### src/rtl/debounced_pio_in.sv
// debounced_pio_in
// Avalon-MM input PIO for board buttons and switches. Every channel is
// synchronised, debounced by a per-channel stability counter, and edge
// detected into sticky capture flags that can raise a maskable level
// interrupt. Registers: 0 DATA (ro), 1 MASK, 2 EDGE (W1C), 3 ANYEDGE.

module debounced_pio_in #(
    parameter int WIDTH           = 4,
    parameter int DEBOUNCE_CYCLES = 50000,
    parameter int CNT_W           = $clog2(DEBOUNCE_CYCLES)
) (
    input  logic             clk_clk,
    input  logic             reset_reset_n,
    input  logic [WIDTH-1:0] in_port_export,
    input  logic [1:0]       address,
    input  logic             read,
    input  logic             write,
    input  logic [31:0]      writedata,
    output logic [31:0]      readdata,
    output logic             irq
);

    localparam logic [1:0] ADDR_DATA    = 2'd0;
    localparam logic [1:0] ADDR_MASK    = 2'd1;
    localparam logic [1:0] ADDR_EDGE    = 2'd2;
    localparam logic [1:0] ADDR_ANYEDGE = 2'd3;

    // A level is accepted once the counter has seen DEBOUNCE_CYCLES-1
    // mismatching clocks and the input still differs on the next one.
    localparam logic [CNT_W-1:0] CNT_MAX = CNT_W'(DEBOUNCE_CYCLES - 1);

    // Two-stage synchroniser for the asynchronous board inputs.
    logic [WIDTH-1:0] sync_meta;
    logic [WIDTH-1:0] sync_q;

    // Debounce state: accepted level and per-channel stability counter.
    logic [WIDTH-1:0] stable;
    logic [CNT_W-1:0] cnt [WIDTH];

    // Edge detection derived from the debounce acceptance decision.
    logic [WIDTH-1:0] upd;
    logic [WIDTH-1:0] rise;
    logic [WIDTH-1:0] fall;
    logic [WIDTH-1:0] ev;

    // Software-visible registers.
    logic [WIDTH-1:0] mask_q;
    logic [WIDTH-1:0] capture;
    logic [WIDTH-1:0] anyedge_q;

    // Bus decode helpers.
    logic [WIDTH-1:0] wdata_w;
    logic [WIDTH-1:0] clear_bits;
    logic [31:0]      rd_mux;

    // Bits of writedata above WIDTH have no register behind them.
    logic unused_writedata;

    assign wdata_w          = writedata[WIDTH-1:0];
    assign unused_writedata = ^writedata;

    // Bring the raw inputs into the clock domain through two flops.
    always_ff @(posedge clk_clk or negedge reset_reset_n) begin
        if (!reset_reset_n) begin
            sync_meta <= '0;
            sync_q    <= '0;
        end else begin
            sync_meta <= in_port_export;
            sync_q    <= sync_meta;
        end
    end

    // Decide which channels accept a new level this clock and which edge it is.
    always_comb begin
        upd  = '0;
        rise = '0;
        fall = '0;
        ev   = '0;
        for (int i = 0; i < WIDTH; i++) begin
            upd[i] = (sync_q[i] != stable[i]) && (cnt[i] == CNT_MAX);
        end
        rise = upd & sync_q;
        fall = upd & ~sync_q;
        ev   = rise | (anyedge_q & fall);
    end

    // Per-channel debounce: count consecutive mismatches, accept after enough.
    always_ff @(posedge clk_clk or negedge reset_reset_n) begin
        if (!reset_reset_n) begin
            stable <= '0;
            for (int i = 0; i < WIDTH; i++) begin
                cnt[i] <= '0;
            end
        end else begin
            for (int i = 0; i < WIDTH; i++) begin
                if (sync_q[i] == stable[i]) begin
                    cnt[i] <= '0;
                end else if (cnt[i] != CNT_MAX) begin
                    cnt[i] <= cnt[i] + CNT_W'(1);
                end else begin
                    stable[i] <= sync_q[i];
                    cnt[i]    <= '0;
                end
            end
        end
    end

    // Bits software asks to clear through a W1C write to EDGE.
    always_comb begin
        clear_bits = '0;
        if (write && (address == ADDR_EDGE)) begin
            clear_bits = wdata_w;
        end
    end

    // MASK and ANYEDGE are plain read/write registers.
    always_ff @(posedge clk_clk or negedge reset_reset_n) begin
        if (!reset_reset_n) begin
            mask_q    <= '0;
            anyedge_q <= '0;
        end else if (write) begin
            if (address == ADDR_MASK) begin
                mask_q <= wdata_w;
            end
            if (address == ADDR_ANYEDGE) begin
                anyedge_q <= wdata_w;
            end
        end
    end

    // Sticky capture flags; a new event on the same clock beats a clear.
    always_ff @(posedge clk_clk or negedge reset_reset_n) begin
        if (!reset_reset_n) begin
            capture <= '0;
        end else begin
            capture <= (capture & ~clear_bits) | ev;
        end
    end

    // Select the register being read, zero-extended to the bus width.
    always_comb begin
        rd_mux = '0;
        case (address)
            ADDR_DATA:    rd_mux[WIDTH-1:0] = stable;
            ADDR_MASK:    rd_mux[WIDTH-1:0] = mask_q;
            ADDR_EDGE:    rd_mux[WIDTH-1:0] = capture;
            ADDR_ANYEDGE: rd_mux[WIDTH-1:0] = anyedge_q;
            default:      rd_mux = '0;
        endcase
    end

    // Registered read data; returns to zero whenever no read is sampled.
    always_ff @(posedge clk_clk or negedge reset_reset_n) begin
        if (!reset_reset_n) begin
            readdata <= '0;
        end else if (read) begin
            readdata <= rd_mux;
        end else begin
            readdata <= '0;
        end
    end

    // Level interrupt: registered OR of enabled capture flags.
    always_ff @(posedge clk_clk or negedge reset_reset_n) begin
        if (!reset_reset_n) begin
            irq <= 1'b0;
        end else begin
            irq <= |(capture & mask_q);
        end
    end

endmodule

### config.mk
export PLATFORM = sky130hd
export DESIGN_NAME = debounced_pio_in
export DESIGN_NICKNAME = d
export VERILOG_FILES = /design/src/rtl/debounced_pio_in.sv
export SDC_FILE = /design/constraint.sdc
export NUM_CORES = 1
export LEC_CHECK = 0
export CAP_MARGIN = 0
export CORE_MARGIN = 3
export CORE_UTILIZATION = 53
export CTS_CLUSTER_DIAMETER = 50
export DETAILED_ROUTE_END_ITERATION = 12
export HOLD_SLACK_MARGIN = 0.03
export PLACE_DENSITY = 0.79
export SYNTH_ARGS = -nofsm -noshare
export SYNTH_HDL_FRONTEND = slang
export SYNTH_SLANG_ARGS = --single-unit
### constraint.sdc
create_clock -name clk_clk -period 2.1 [get_ports clk_clk]
set_input_delay 0.525 -clock clk_clk [delete_from_list [all_inputs] [get_ports clk_clk]]
set_output_delay 0.525 -clock clk_clk [all_outputs]
set_load 0.1 [all_outputs]
---- Yosys cells after proc, flatten, opt, wreduce, memory -nomap -nowiden ----
Index checks and enable logic that the tools add are counted.
operators by class
  equality and inequality tests ........... 19
  add/sub/neg operators ................... 4
  mux-type cells .......................... 11
  reductions and logical operators ........ 13
  bitwise gates (word level) .............. 17
operators with widths
  operator                                       number
  2-to-1 mux 16 bit                              8
  adder 16 x 1 -> 16 bit, second input constant  4
  == test 16 bit, second input constant          4
  != test 16 bit, second input constant          4
  AND 4 bit                                      5
  case mux 4 bit (4 select lines)                1
  AND reduction 2 bit                            6
  2-to-1 mux 4 bit                               2
  NOT 1 bit                                      8
  NOT 4 bit                                      2
  OR 4 bit                                       2
  logical AND 1 bit                              5
  == test 1 bit                                  4
  == test 2 bit, second input constant           2
  != test 1 bit                                  4
  OR reduction 4 bit                             1
  == test 2 x 1 -> 1 bit, second input constant  1
  zero test 2 bit                                1
word-level totals
  logic and storage cells ................. 79
  input bits .............................. 42
  output and inout port bits .............. 33
  flip-flop bits (word level) ............. 93

---- Depth between registers and ports, before layout ----
Gate-level depths: netlist of the first run.
  depth in word-level cells ............... 6
  mapped depth ............................ 6
  mapped depth without buffers ............ 5

---- Worst setup path before layout of the first run ----
Ideal clock, no wire load.
  path type ............................... flip-flop to flip-flop
  start ................................... reg cnt[36] in the netlist's numbering
  end ..................................... reg stable[1]
  stages on the path, launching flop included .. 4
  path buffers ............................ 0
  data arrival time ....................... 1.752 ns
  period minus slack after synthesis ...... 1.877 ns
  required time ........................... 1.975 ns
  slack ................................... 0.223 ns
  setup time .............................. 0.125 ns
  cell sequence ........................... dfrtp_1 > or4b_1 > or4_4 > mux2_4
between the ends
  longest elaborated chain between the ends .. 3
ends and longest elaborated chain
  item                                  line  RTL
  start, declared                       38    logic [CNT_W-1:0] cnt [WIDTH];
  start signal, assigned by index       99    cnt[i] <= cnt[i] + CNT_W'(1);
  != test 16 bit                        98    end else if (cnt[i] != CNT_MAX) begin
  NOT 1 bit (no source line)            -
  AND reduction 2 bit (no source line)  -
  end signal, assigned by index         101   stable[i] <= sync_q[i];
  end, declared                         37    logic [WIDTH-1:0] stable;
Every way passes these cells.
A chain may end at the register's enable or synchronous reset.

---- Worst setup path after layout of the first run ----
  start ................................... reg cnt[36] in the netlist's numbering
  end ..................................... reg cnt[40] in the netlist's numbering
between the ends
  longest elaborated chain between the ends .. 3
  elaborated cells on any way between the ends .. 4
  those cells by class .................... add/sub: 1; eq/ne: 1; mux: 2
ends and longest elaborated chain
  item                                                             line    RTL
  adder 16 x 1 -> 16 bit / != test 16 bit (equally long branches)  99, 98
  2-to-1 mux 16 bit *                                              98
  2-to-1 mux 16 bit *                                              96      if (sync_q[i] == stable[i]) begin
Mark *: on every way between the ends. The rest lies on a longest branch, timed or not.

==> qor.csv, run 1 <==
stage,metric,value,unit
floorplanning,initial core utilization,0.548,
setup_path,CP Capture Type,flip-flop,
cts,Worst-Skew Late Latency,0.36,ns
timing,final setup violation count,0,
finish,number of fill cells,634,
finish,diode count,0,
timing,Final period util,0.933,
logic_synthesis,Yosys cell types,44,
timing,"Hold Vio Cnt, Final",0,
route,Final ANT Viol Nets,0,
global_routing,initial antenna violation count,0,
timing,Setup WS post-layout,0.141,ns
placed_design,Area after DPL,4770,um^2
logic_synthesis,cell area after synthesis,4530,um^2
cts,Post-CTS Resized,0,
finish,synth-to-layout area growth,10.1,%
placed_design,GPL Wtd Cong,0.804,
placed_design,pre-CTS setup slack,0.0946,ns
finish,post-route design area,4980,um^2
route,DRC viols,0,
logic_synthesis,cells after synthesis,430,
timing,Clock Skew,0.0134,ns
setup_path,WS Path Type,reg2reg,
setup_path,Worst R2R Path Depth,4,
cts,CTS tree,yes,
logic_synthesis,area fraction of the dominant cell type after synthesis,0.514,
cts,clock tree buffer depth,2,
setup_path,reg-to-reg setup timing slack,0.14,ns
logic_synthesis,sequential fraction of the synthesis area,0.514,
cts,# Post-CTS Setup Buffers,0,
logic_synthesis,ys flop type,dfrtp_1,
finish,final core occ,0.604,
hold_path,min-delay worst type,in2async,
setup_path,Critical Path RT,2.33,ns
cts,CTS buffer count,9,
placed_design,I/O Buffers,18,
finish,# nets final,507,
logic_synthesis,dominant cell type by area after synthesis,dfrtp_1,
setup_path,CP startpoint kind,flip-flop,
floorplanning,row cnt,33,
run,max-cap viol count,0,
route,via count,3086,
setup_path,RR Startpoint,cnt[36],
timing,setup TNS,0,ns
pwr,maximum VDD drop,0.367,mV
timing,Slew Limit Fails,0,
placed_design,DPL Wire Length,5570,um
setup_path,crit-path max FO,16,
logic_synthesis,Yosys Warn Count,0,
timing,fin crit period,1.96,ns
route,Detailed Route WL,7900,um
setup_path,Reg-to-Reg End,cnt[40],
logic_synthesis,Synth area leaders,"dfrtp_1, xnor2_1, nor2_1",
route,1st-pass router iterations,4,
pwr,power consumption,3700,uW
logic_synthesis,number of enable flip-flop cells after synthesis,0,
finish,layout cell share with drive strength beyond 1,0.118,
route,vias per cell,5.40,
floorplanning,Die H,98.4,um
global_routing,grt ovf,0,
floorplanning,core area,8260,um^2
cts,TritonCTS Sinks,93,
pwr,Pwr per Cell Area,742,nW/um^2
global_routing,pin count of the biggest net entering global routing,37,
cts,H-tree levels,3,
pwr,Leak,0.00209,uW
floorplanning,die width,98.4,um
global_routing,first-pass GRT wire length,13500,um
floorplanning,Ports,75,
floorplanning,die area,9690,um^2
global_routing,vias in the first global route,2919,
route,drt wl/cell,13.8,um
logic_synthesis,post-synthesis average cell area,10.5,um^2
timing,Peak Freq,510,MHz
route,initial drt markers,77,
global_routing,overall routing resource usage,0.172,
timing,unrepaired setup endpoints after global routing,no,
setup_path,CP arrival,2.19,ns
logic_synthesis,share of flip-flops with an asynchronous set or reset,1.00,
logic_synthesis,register bit total from synthesis,93,
outcome,outcome,finished clean,
cts,root buffer cell,clkbuf_8,
cts,CTS Hold Bufs,0,
cts,Worst-path clk slew,0.10,ns
==> through the flow <==
stage | std cells | hold WS (ns)
after floorplan | 457 | 0.229
after global placement | 555 | 0.334
after detailed placement | 555 | 0.335
after CTS | 571 | 0.0961
after global routing | 571 | 0.126
final | 571 | 0.0910
==> worst max-delay path, stage by stage (launching register included) <==
cell and delay [ns]:
dfrtp_1 0.43, or4b_1 0.53, or4_4 0.57, o21ai_4 0.20
nor2_1 0.10
==> power breakdown <==
group | total [uW] | switching (uW) | internal, uW
clock network | 1300 | 628 | 669
registers | 1910 | 50.4 | 1860
logic | 496 | 382 | 114
==> cells by family after synthesis <==
| kind of cell | count (synthesis) | share of synthesized area |
|---|---|---|
| buf+inv | 50 | 0.0669 |
| simple gates | 190 | 0.211 |
| fa+ha+maj | 4 | 0.0111 |
| other cells | 1 | 0.000828 |
| mux | 18 | 0.0550 |
| xor+xnor | 55 | 0.106 |
| flops | 93 | 0.514 |
| compound gates | 19 | 0.0351 |
==> cell type report <==
class,count,area [um^2],share of cell area
Inverter,14,52.6,0.0105
Tap cell,105,131,0.0264
Timing Repair Buffer,29,260,0.0522
Multi-Input combinational cell,314,2000,0.401
Sequential cell,93,2330,0.467
Clock buffer,10,128,0.0256
Clock inverter,6,87.6,0.0176
==> per-layer routing <==
metal | track usage | share of wire | vias to the layer above
met5 | 0 | 0 | -
met4 | 0.0672 | 0.016 | 0
met3 | 0.0396 | 0.047 | 10
met2 | 0.266 | 0.47 | 79
met1 | 0.238 | 0.47 | 1519
li1 | - | - | 1478
==> synthesized netlist by cell type, types with 2 or more instances <==
master,number
buf_2,2
inv_1,14
nor4_1,14
nand2_1,21
or4b_1,2
nor4bb_1,2
nor4b_1,3
or3_1,4
nor3_1,12
and2_1,4
nand3_1,23
mux2i_1,2
nor2_1,73
nor2b_1,3
nand4b_1,2
xor2_1,12
a21oi_1,5
mux4_2,4
mux2_2,11
dfrtp_1,93
a22oi_1,2
nand4_1,15
buf_4,28
ha_1,4
clkbuf_1,5
and3_1,4
xnor2_1,43
nand3b_1,2
o21ai_0,5
a22o_1,2
==> layout by cell type, fill, tap and decap left out, drive strengths merged, types with 3 or more instances in the layout <==
cell type / count
dfrtp: 93
nor2: 73
xnor2: 43
conb: 28
nand3: 23
nand2: 21
buf: 17
nand4: 15
nor4: 14
inv: 14
nor3: 12
xor2: 12
clkdlybuf4s50: 12
mux2: 12
clkbuf: 10
o21ai: 6
a21oi: 5
or3: 4
and3: 4
mux4: 4
and2: 4
ha: 4
nor2b: 3
nor4b: 3
clkinvlp: 3
==> how the worst max path moves through the flow <==
| stage | start | end | slack [ns] | cells past startpoint |
|---|---|---|---|---|
| after floorplan | cnt[36] | stable[1] | 0.22 | 3 |
| final | cnt[36] | cnt[40] | 0.14 | 4 |
| after CTS | cnt[36] | cnt[40] | 0.15 | 4 |
| after global routing | cnt[36] | cnt[40] | 0.07 | 4 |
| after global placement | address[1] | readdata[2] | 0.11 | 3 |
| after detailed placement | address[1] | readdata[1] | 0.09 | 3 |
==> registers in the layout, indices dropped and copies added, names as in the netlist <==
signal and flops:
stable 4, irq 1, capture 4, cnt 64, sync_meta 4, anyedge_q 4
sync_q 4, mask_q 4, readdata 4
(Power assumes the default switching activity.)
==> run 2: changes to the inputs <==
==> constraint.sdc (replaced) <==
create_clock -name clk_clk -period 2.1 [get_ports clk_clk]
set_input_delay 0.525 -clock clk_clk [delete_from_list [all_inputs] [get_ports clk_clk]]
set_output_delay 0.525 -clock clk_clk [all_outputs]
set_load 0.01 [all_outputs]
==> qor.csv, run 2 (synthesis gave the netlist of run 1 again) <==
stage,metric,value,unit
floorplanning,row cnt,33,
setup_path,reg-to-reg setup timing slack,0.12,ns
floorplanning,die area,9690,um^2
route,drt wl/cell,14.0,um
cts,Worst-path clk slew,0.09,ns
setup_path,Critical Path RT,2.32,ns
timing,Slew Limit Fails,0,
floorplanning,Die H,98.4,um
timing,"Hold Vio Cnt, Final",0,
setup_path,Worst R2R Path Depth,4,
timing,fin crit period,1.98,ns
global_routing,pin count of the biggest net entering global routing,38,
timing,Final period util,0.943,
timing,Peak Freq,505,MHz
pwr,Leak,0.00208,uW
cts,clock tree buffer depth,2,
route,WL met1,3640,um
finish,layout cell share with drive strength beyond 1,0.103,
route,met3 WL,343,um
timing,worst-case hold slack,0.112,ns
setup_path,Worst path max stage delay,0.57,ns
setup_path,CP arrival,2.20,ns
global_routing,grt ovf,0,
placed_design,I/O Buffers,18,
floorplanning,initial core utilization,0.548,
finish,Biggest register,cnt,
setup_path,CP startpoint kind,flip-flop,
setup_path,crit-path cells,or4b_1 -> or4_4 -> o21ai_4 -> nor2_1,
route,vias per cell,5.29,
floorplanning,core area,8260,um^2
setup_path,Reg-to-Reg End,cnt[40],
cts,CTS tree,yes,
global_routing,overall routing resource usage,0.179,
placed_design,DPL Wire Length,5740,um
setup_path,WS Path Type,reg2reg,
finish,diode count,0,
setup_path,RR Startpoint,cnt[36],
timing,unrepaired setup endpoints after global routing,no,
global_routing,first-pass GRT wire length,14100,um
finish,# nets final,508,
floorplanning,die width,98.4,um
route,DRC viols,0,
hold_path,min-delay worst type,in2async,
route,1st-pass router iterations,4,
setup_path,crit-path max FO,16,
finish,max reg flops,64,
setup_path,Critical Path Sink,cnt[40],
setup_path,Worst Setup SP,cnt[36],
finish,synth-to-layout area growth,9.78,%
global_routing,vias in the first global route,3001,
cts,TritonCTS Sinks,93,
cts,Post-CTS Resized,0,
finish,"commonest non-fill, non-tap cell in the layout",dfrtp_1,
setup_path,CP Capture Type,flip-flop,
route,Final ANT Viol Nets,0,
route,WL met2,3940,um
cts,Worst-Skew Late Latency,0.35,ns
cts,CTS Hold Bufs,0,
outcome,outcome,finished clean,
pwr,maximum VDD drop,0.343,mV
timing,final setup violation count,0,
run,max-cap viol count,0,
route,Detailed Route WL,8000,um
cts,# Post-CTS Setup Buffers,0,
route,initial drt markers,112,
route,Max Used Layer,met4,
cts,H-tree levels,3,
cts,CTS buffer count,9,
global_routing,initial antenna violation count,0,
pwr,Pwr per Cell Area,665,nW/um^2
finish,most frequent cells in the layout,"dfrtp_1, nor2_1, xnor2_1",
floorplanning,Ports,75,
placed_design,GPL Wtd Cong,0.821,
route,via count,3017,
setup_path,crit path max-delay cell type,or4_4,
timing,setup TNS,0,ns
timing,Clock Skew,0.0109,ns
cts,root buffer cell,clkbuf_8,
==> run 2: cell type report <==
class	instances	area, um^2
clock buffer	12	145
clock inverter	2	35.0
fill	688	3290
inverter	14	52.6
multi-input combinational	314	2000
sequential	93	2330
tap	105	131
timing repair buffer	30	280
==> run 2: how the worst min path moves through the flow <==
stage	from	end
floorplan	reset_reset_n	anyedge_q[0]
global placement	sync_meta[3]	sync_q[3]
detailed placement	sync_meta[1]	sync_q[1]
CTS	reset_reset_n	cnt[9]
global route	reset_reset_n	stable[2]
finish	reset_reset_n	cnt[15]
==> run 2: per-layer routing <==
layer,up-vias,GRT usage
met5,-,0
met4,0,0.0567
met3,8,0.0418
met2,62,0.291
met1,1473,0.241
li1,1474,-
==> run 2: worst max-delay path: cells and delay by family (launching register included) <==
| family | cells | cell delay (ns) |
|---|---|---|
| AO/OA/AOI/OAI | 1 | 0.20 |
| flip-flops | 1 | 0.44 |
| AND/OR/NAND/NOR | 3 | 1.21 |
==> run 2: report_power, final <==
group / switching, uW / total [uW] / internal, uW / leakage (uW)
clock network: 582 / 1150 / 570 / 0.0000923
logic: 132 / 250 / 118 / 0.000738
registers: 50.1 / 1910 / 1860 / 0.00125
total: 764 / 3310 / 2540 / 0.00208
==> run 2: through the flow <==
step	std cells	total power (uW)	util	worst slack, ns	cell area (um^2)
3_5_place_dp	556	2190	0.580	0.0665	4790
5_1_grt	570	3450	0.602	0.0751	4970
4_1_cts	570	3340	0.602	0.122	4970
6_report	570	3310	0.602	0.120	4970
2_1_floorplan	457	2110	-	0.223	4630
3_3_place_gp	556	2180	0.580	0.125	4790
